===== config.mk =====
export PLATFORM = sky130hd
export DESIGN_NAME = serial_paralelo_phy_rx
export DESIGN_NICKNAME = d
export VERILOG_FILES = /design/src/rtl/serial_paralelo_phy_rx.sv
export SDC_FILE = /design/constraint.sdc
export NUM_CORES = 1
export LEC_CHECK = 0
export CAP_MARGIN = 20
export CORE_AREA = 2 2 57 43
export CTS_CLUSTER_SIZE = 40
export DETAILED_ROUTE_END_ITERATION = 8
export DIE_AREA = 0 0 59 45
export PLACE_DENSITY = 0.72
export SETUP_SLACK_MARGIN = 0.05
export SYNTH_ARGS = -nofsm -noshare
export SYNTH_HDL_FRONTEND = slang
export SYNTH_SLANG_ARGS = --single-unit

===== constraint.sdc =====
create_clock -name clk_32f -period 4.1 [get_ports clk_32f]
set_input_delay 0.82 -clock clk_32f [delete_from_list [all_inputs] [get_ports clk_32f]]
set_output_delay 0.82 -clock clk_32f [all_outputs]
set_load 0.005 [all_outputs]

===== src/rtl/serial_paralelo_phy_rx.sv =====
// Serial-to-parallel PHY receiver: COM-based byte alignment, lock after COM_LOCK aligned COMs.
// Optional idle detection is built when PHY_RX_IDLE_DET_EN is defined.
module serial_paralelo_phy_rx #(
  parameter logic [7:0]  COM_CHAR   = 8'hBC,
  parameter int unsigned COM_LOCK   = 4,
  parameter int unsigned IDLE_LIMIT = 4
) (
  input  logic       clk_32f,
  input  logic       default_values,
  input  logic       data_in,
  output logic [7:0] data_out,
  output logic       valid_out,
  output logic       active,
`ifdef PHY_RX_IDLE_DET_EN
  output logic       idle_out,
`endif
  output logic [2:0] cnt
);

  localparam int unsigned CW = $clog2(COM_LOCK + 1);

  if (COM_LOCK < 2 || COM_LOCK > 8) begin : g_bad_com_lock
    $error("COM_LOCK out of range 2..8");
  end
  if (IDLE_LIMIT < 1 || IDLE_LIMIT > 15) begin : g_bad_idle_limit
    $error("IDLE_LIMIT out of range 1..15");
  end

  typedef enum logic [1:0] {SEARCH, ALIGN, ACTIVE} state_t;

  state_t        r_state, w_state_nx;
  logic [6:0]    r_sh;
  logic [7:0]    w_byte_nx;
  logic [2:0]    r_cnt, w_cnt_nx;
  logic [CW-1:0] r_com_cnt, w_com_cnt_nx;
  logic [7:0]    r_data, w_data_nx;
  logic          r_valid, w_valid_nx;
  logic          r_active, w_active_nx;
  logic          w_is_com;
  logic          w_boundary;
`ifdef PHY_RX_IDLE_DET_EN
  logic [3:0]    r_idle_cnt, w_idle_cnt_nx;
  logic          r_idle, w_idle_nx;
`endif

  assign w_byte_nx  = {r_sh, data_in};
  assign w_is_com   = (w_byte_nx == COM_CHAR);
  assign w_boundary = (r_cnt == 3'd7);

  always_ff @(posedge clk_32f or negedge default_values) begin
    if (!default_values) begin
      r_state    <= SEARCH;
      r_sh       <= '0;
      r_cnt      <= '0;
      r_com_cnt  <= '0;
      r_data     <= '0;
      r_valid    <= 1'b0;
      r_active   <= 1'b0;
`ifdef PHY_RX_IDLE_DET_EN
      r_idle_cnt <= '0;
      r_idle     <= 1'b0;
`endif
    end else begin
      r_state    <= w_state_nx;
      r_sh       <= w_byte_nx[6:0];
      r_cnt      <= w_cnt_nx;
      r_com_cnt  <= w_com_cnt_nx;
      r_data     <= w_data_nx;
      r_valid    <= w_valid_nx;
      r_active   <= w_active_nx;
`ifdef PHY_RX_IDLE_DET_EN
      r_idle_cnt <= w_idle_cnt_nx;
      r_idle     <= w_idle_nx;
`endif
    end
  end

  always_comb begin
    w_state_nx   = r_state;
    w_cnt_nx     = r_cnt + 3'd1;
    w_com_cnt_nx = r_com_cnt;
    w_data_nx    = r_data;
    w_valid_nx   = r_valid;
    w_active_nx  = r_active;
`ifdef PHY_RX_IDLE_DET_EN
    w_idle_cnt_nx = r_idle_cnt;
    w_idle_nx     = r_idle;
`endif
    case (r_state)
      SEARCH: begin
        // Bit-level hunt: any 8-bit window equal to COM sets the byte phase.
        w_cnt_nx = 3'd0;
        if (w_is_com) begin
          w_state_nx   = ALIGN;
          w_com_cnt_nx = CW'(1);
        end
      end
      ALIGN: begin
        if (w_boundary) begin
          if (w_is_com) begin
            if (r_com_cnt == CW'(COM_LOCK - 1)) begin
              w_com_cnt_nx = CW'(COM_LOCK);
              w_state_nx   = ACTIVE;
              w_active_nx  = 1'b1;
            end else begin
              w_com_cnt_nx = r_com_cnt + 1'b1;
            end
          end else begin
            w_com_cnt_nx = '0;
            w_state_nx   = SEARCH;
          end
        end
      end
      ACTIVE: begin
        if (w_boundary) begin
          if (w_is_com) begin
            w_valid_nx = 1'b0;
`ifdef PHY_RX_IDLE_DET_EN
            if (r_idle_cnt != 4'(IDLE_LIMIT)) begin
              w_idle_cnt_nx = r_idle_cnt + 4'd1;
            end
            if (r_idle_cnt == 4'(IDLE_LIMIT - 1)) begin
              w_idle_nx = 1'b1;
            end
`endif
          end else begin
            w_data_nx  = w_byte_nx;
            w_valid_nx = 1'b1;
`ifdef PHY_RX_IDLE_DET_EN
            w_idle_cnt_nx = '0;
            w_idle_nx     = 1'b0;
`endif
          end
        end
      end
      default: w_state_nx = SEARCH;
    endcase
  end

  assign data_out  = r_data;
  assign valid_out = r_valid;
  assign active    = r_active;
  assign cnt       = r_cnt;
`ifdef PHY_RX_IDLE_DET_EN
  assign idle_out  = r_idle;
`endif

endmodule


==> results.py, run 1 <==
metrics = {
    "global_routing": {
        "grt-ovfl-total": 0,
        "grt_pass1_wl_um": 2950,
        "antenna_found_initial": 0,
        "grt_pass1_vias": 640,
        "track_usage_pct": 15.3,
        "grt_max_degree": 26,
    },
    "synth": {
        "synthTopCellsByCount": "dfrtp_1 (25), mux2_2 (8), ha_1 (4), nand2_1 (4), nor2b_1 (4)",
        "yosysMostFrequentCell": "dfrtp_1",
        "synth-xor-area-share_pct": 0,
        "synth_top_family_by_area": "simple AND/OR/NAND/NOR gates",
        "synth_mux_area_share_pct": 9.05,
        "synth_top_area_share_pct": 62.8,
        "synth.distinct_cells": 26,
        "yosysTopAreaCell": "dfrtp_1",
        "syn_avg_cell_area_um2": 13.6,
        "synth_fa_ha_area_share_pct": 5.03,
        "synth_compound_area_share_pct": 8.54,
        "netlist_instances": 73,
        "synth_ff_type": "dfrtp_1",
        "syn_area_um2": 996,
        "yosys-top-cells-area": "dfrtp_1 (63%), mux2_2 (9.0%), ha_1 (5.0%)",
        "yosys.area_share.simple_pct": 12.4,
        "syn-num-nets": 80,
        "synth_edf_count": 0,
        "ys_warn_count": 0,
        "async_flop_share_pct": 100,
        "ys_ff_latch": 25,
        "synth_seq_area_share_pct": 62.8,
    },
    "cells_and_area": {
        "seqCellArea_um2": 626,
        "final_layout_size_suffix_gt1_share_pct": 15.4,
        "n_antenna_cell": 0,
        "area_delta_synth_final_pct": 21.2,
        "multi_input_area_um2": 349,
        "fill_cells": 173,
        "nets": 99,
    },
    "clocking": {
        "cts_tree": "yes",
        "cts_made_buffers": 3,
        "post_cts_buffers": 0,
        "clockBufferDepth": 2,
        "cts_sinks": 25,
        "root_buffer": "clkbuf_4",
        "cts_resized": 0,
        "htree_levels": 1,
        "worstSkewPairLatency_ns": 0.32,
        "path_clk_slew_ns": 0.13,
        "cts.hold.buffers_added": 0,
    },
    "place": {
        "dp_hpwl_um": 1210,
        "gp_congestion": 0.849,
        "dp_slack_ns": 1.64,
        "port_buffers": 15,
    },
    "drt": {
        "viasPerCell": 5.35,
        "drt_iter0_drc": 5,
        "dr_total_vias": 615,
        "detail-route-antenna-nets": 0,
        "drcViolationCount": 0,
        "wl_per_cell_um": 14.8,
        "wl_um": 1700,
        "dr.pass1.iters": 4,
    },
    "worst_hold_path": {
        "hold_class": "register to register",
        "hold_depth": 0,
    },
    "pwr": {
        "power-per-cell-area_mw_per_mm2": 324,
        "ir_worst_vdd_mv": 0.248,
        "total_power_uw": 391,
        "leakage_uw": 0.000517,
    },
    "timing": {
        "drv_slew": 0,
        "fmax_mhz": 470,
        "max-slew-margin-rel_pct": 69.5,
        "finClkSkew_ns": 0.00273,
        "worst_slack_ns": 1.97,
        "rsz0062_at_grt": "false",
        "post-route-period-util_pct": 51.9,
        "finalSetupViolCount": 0,
        "fin_crit_ns": 2.13,
        "worst_pin_slew_ns": 0.456,
        "hold_viol": 0,
        "setup_tns_ns": 0,
    },
    "critical_path": {
        "path_class": "primary input to register",
        "worstSetupEndpointType": "register",
        "crit_fanout": 9,
        "startpoint_type": "primary input",
        "ff2ff_path_depth": 5,
        "worst_ep_arrival_time_ns": 2.34,
        "cp.required_ns": 4.32,
    },
    "die": {
        "num_rows": 14,
        "ios": 16,
        "die_w_um": 59,
        "start_util_pct": 48.2,
        "die_area_mm2": 0.00266,
        "core_area_mm2": 0.00207,
        "die_height_um": 45,
    },
    "flow_run": {
        "max_cap_violations": 0,
    },
    "run_status": {
        "status": "finished, final reports clean",
    },
}
-- stage by stage --
step | area, um^2 | utilization (%) | cells | hold WS (ns)
after global routing | 1210 | 58.4 | 115 | 0.428
after CTS | 1190 | 57.7 | 114 | 0.413
after floorplan | 996 | - | 73 | 0.361
after detailed placement | 1170 | 56.4 | 110 | 0.381
final | 1210 | 58.4 | 115 | 0.413
after global placement | 1170 | 56.4 | 110 | 0.380
-- worst max-delay path: stages --
cell and delay [ns]:
clkdlybuf4s50_1 0.50, and4bb_2 0.31, a21oi_4 0.33, mux2_2 0.38
-- cell usage in the layout (no fill, tap or decap), types with 3 or more instances in the layout --
| master | n |
|---|---|
| dfrtp_1 | 25 |
| clkdlybuf4s50_1 | 15 |
| mux2_2 | 8 |
| nor2b_1 | 4 |
| nand2_1 | 4 |
| ha_1 | 4 |
| inv_1 | 3 |
| nor2_1 | 3 |
| clkbuf_4 | 3 |
-- final timing paths --
kind	from	slack [ns]	end
min in group asynchronous	default_values	0.80	r_com_cnt[0]
max in group asynchronous	default_values	2.84	data_out[1]
min	r_sh[4]	0.41	r_sh[5]
max	data_in	1.97	data_out[1]
min reg2reg	r_sh[4]	0.41	r_sh[5]
max reg2reg	cnt[0]	2.33	data_out[1]
-- state kept, by name, summed over array words and instances, names as in the netlist --
register   cells
data_out       8
r_sh           7
cnt            3
r_com_cnt      3
r_state        2
active         1
valid_out      1
-- kinds of logic after synthesis --
group / count (synthesis)
buffers and inverters: 5
flip-flops: 25
adder cells (fa/ha/maj): 4
AND/OR/NAND/NOR: 20
AO/OA/AOI/OAI: 11
multiplexers: 8
-- metal layers --
metal  vias up  part of all wire [%]  global-route usage [%]
met2        15                    45                    23.6
met5         -                     0                       0
met4         0                  0.88                    5.45
li1        296                     -                       -
met1       302                    48                    19.9
met3         2                   5.9                    6.02
-- where the power goes --
part	internal, uW	total, uW	leakage (uW)	switching (uW)
logic	13.5	22.8	0.000218	9.25
registers	254	259	0.000284	4.51
clock network	38.1	110	0.0000150	71.5
total	306	391	0.000517	85.3
-- cell type report --
cell class / count / share of cell area, %
sequential: 25 / 51.8
inverter: 3 / 0.933
clock buffer: 4 / 2.18
timing repair buffer: 16 / 13.7
tap: 24 / 2.49
multi-input combinational: 43 / 28.9
Note: power is estimated with default switching activity, not from simulation.
==> run 2, diff against run 1 <==
--- a/config.mk
+++ b/config.mk
@@ -6,11 +6,11 @@
 export NUM_CORES = 1
 export LEC_CHECK = 0
 export CAP_MARGIN = 20
-export CORE_AREA = 2 2 57 43
+export CORE_AREA = 2 2 59 44
 export CTS_CLUSTER_SIZE = 40
 export DETAILED_ROUTE_END_ITERATION = 8
-export DIE_AREA = 0 0 59 45
-export PLACE_DENSITY = 0.72
+export DIE_AREA = 0 0 61 46
+export PLACE_DENSITY = 0.71
 export SETUP_SLACK_MARGIN = 0.05
 export SYNTH_ARGS = -nofsm -noshare
 export SYNTH_HDL_FRONTEND = slang
==> constraint.sdc (replaced) <==
create_clock -name clk_32f -period 1.7 [get_ports clk_32f]
set_input_delay 0.34 -clock clk_32f [delete_from_list [all_inputs] [get_ports clk_32f]]
set_output_delay 0.34 -clock clk_32f [all_outputs]
set_load 0.005 [all_outputs]
==> results.py, run 2 (same netlist as run 1, synthesis figures left out) <==
metrics = {
    "global_routing": {
        "grt_pass1_vias": 606,
        "antenna_found_initial": 0,
        "track_usage_pct": 14.9,
        "grt-ovfl-total": 0,
        "grt_pass1_wl_um": 2860,
        "grt_max_degree": 26,
    },
    "timing": {
        "rsz0062_at_grt": "true",
        "max-slew-margin-rel_pct": 74.9,
        "timing.hold.ws_ns": 0.363,
        "setup_tns_ns": 0,
        "worst_pin_slew_ns": 0.377,
        "finalSetupViolCount": 0,
        "fmax_mhz": 602,
        "post-route-period-util_pct": 97.8,
        "fin_crit_ns": 1.66,
        "worst_slack_ns": 0.0375,
        "hold_viol": 0,
        "finClkSkew_ns": 0.00305,
        "drv_slew": 0,
    },
    "cells_and_area": {
        "area_delta_synth_final_pct": 33.9,
        "layout_commonest_cell": "dfrtp_1",
        "post-route-util_pct": 57.8,
        "largest_reg_flops": 8,
        "final_cell_mix": "dfrtp_1 (25), clkdlybuf4s50_1 (12), buf_4 (11), mux2_4 (5)",
        "nets": 109,
        "final_layout_size_suffix_gt1_share_pct": 27.7,
        "n_antenna_cell": 0,
    },
    "drt": {
        "wl_per_cell_um": 13.4,
        "drcViolationCount": 0,
        "dr.pass1.iters": 4,
        "wl_um": 1810,
        "drt_iter0_drc": 19,
        "detail-route-antenna-nets": 0,
        "dr_total_vias": 677,
        "viasPerCell": 5.01,
    },
    "clocking": {
        "root_buffer": "clkbuf_4",
        "cts.hold.buffers_added": 0,
        "htree_levels": 1,
        "worstSkewPairLatency_ns": 0.31,
        "clockBufferDepth": 2,
        "cts_sinks": 25,
        "cts_tree": "yes",
        "path_clk_slew_ns": 0.13,
        "cts_made_buffers": 3,
    },
    "critical_path": {
        "worst_ep_arrival_time_ns": 1.88,
        "worstSetupEndpointType": "register",
        "ff2ff_path_depth": 5,
        "startpoint_type": "register",
        "path_class": "register to register",
        "crit_fanout": 5,
        "cp.required_ns": 1.92,
    },
    "pwr": {
        "ir_worst_vdd_mv": 0.557,
        "power-per-cell-area_mw_per_mm2": 708,
        "leakage_uw": 0.000598,
        "total_power_uw": 944,
    },
    "place": {
        "dp_slack_ns": -0.212,
        "dp_hpwl_um": 1200,
        "port_buffers": 15,
        "gp_congestion": 0.856,
    },
    "die": {
        "die_height_um": 46,
        "ios": 16,
        "die_area_mm2": 0.00281,
        "num_rows": 15,
        "die_w_um": 61,
        "core_area_mm2": 0.00231,
        "start_util_pct": 43.1,
    },
    "flow_run": {
        "max_cap_violations": 0,
    },
    "run_status": {
        "status": "finished, final reports clean",
    },
    "worst_hold_path": {
        "hold_class": "primary input to async pin",
    },
}
==> run 2: cell type report <==
cell class / count / area [um^2]
fill: 188 / 975
timing repair buffer: 25 / 228
multi-input combinational: 44 / 399
sequential: 25 / 626
inverter: 3 / 11.3
tap: 34 / 42.5
clock inverter: 1 / 5.00
clock buffer: 3 / 22.5
==> run 2: path summary, 6_finish.rpt <==
kind | from | endpoint | slack (ns)
worst min register to register | r_sh[0] | r_sh[1] | 0.41
worst min-delay path | default_values | data_out[2] | 0.36
worst max-delay path | cnt[0] | data_out[3] | 0.04
worst max register to register | cnt[0] | data_out[3] | 0.04
min in group clk_32f | r_sh[0] | r_sh[1] | 0.41
max in group asynchronous | default_values | r_sh[1] | 1.11
==> run 2: metal layers <==
| layer | wire [um] | GRT usage, % |
|---|---|---|
| met3 | 96 | 4.55 |
| met4 | 22 | 9.13 |
| met5 | 0 | 0 |
| met1 | 868 | 21.4 |
| met2 | 820 | 19.6 |
==> run 2: power by group <==
group          switching (uW)  internal (uW)
clock                     173           88.0
combinational            23.1           35.2
sequential               11.6            613
total                     208            736
==> run 2: critical path: stages (launching register included) <==
cell	delay (ns)
dfrtp_1	0.38
ha_2	0.19
ha_4	0.13
nand3b_1	0.21
a21oi_4	0.29
mux2_2	0.36
==> run 2: repair_timing <==
item / CTS / global route
setup buffers: 1 / 3
endpoints found under the setup margin: 8 / 8
resized for setup: 0 / 12
cloned: 1 / 0
==> run 2: through the flow <==
stage               area (um^2)  cells
floorplan                   996     73
global placement           1220    126
detailed placement         1220    126
CTS                        1270    132
global route               1330    135
finish                     1330    135
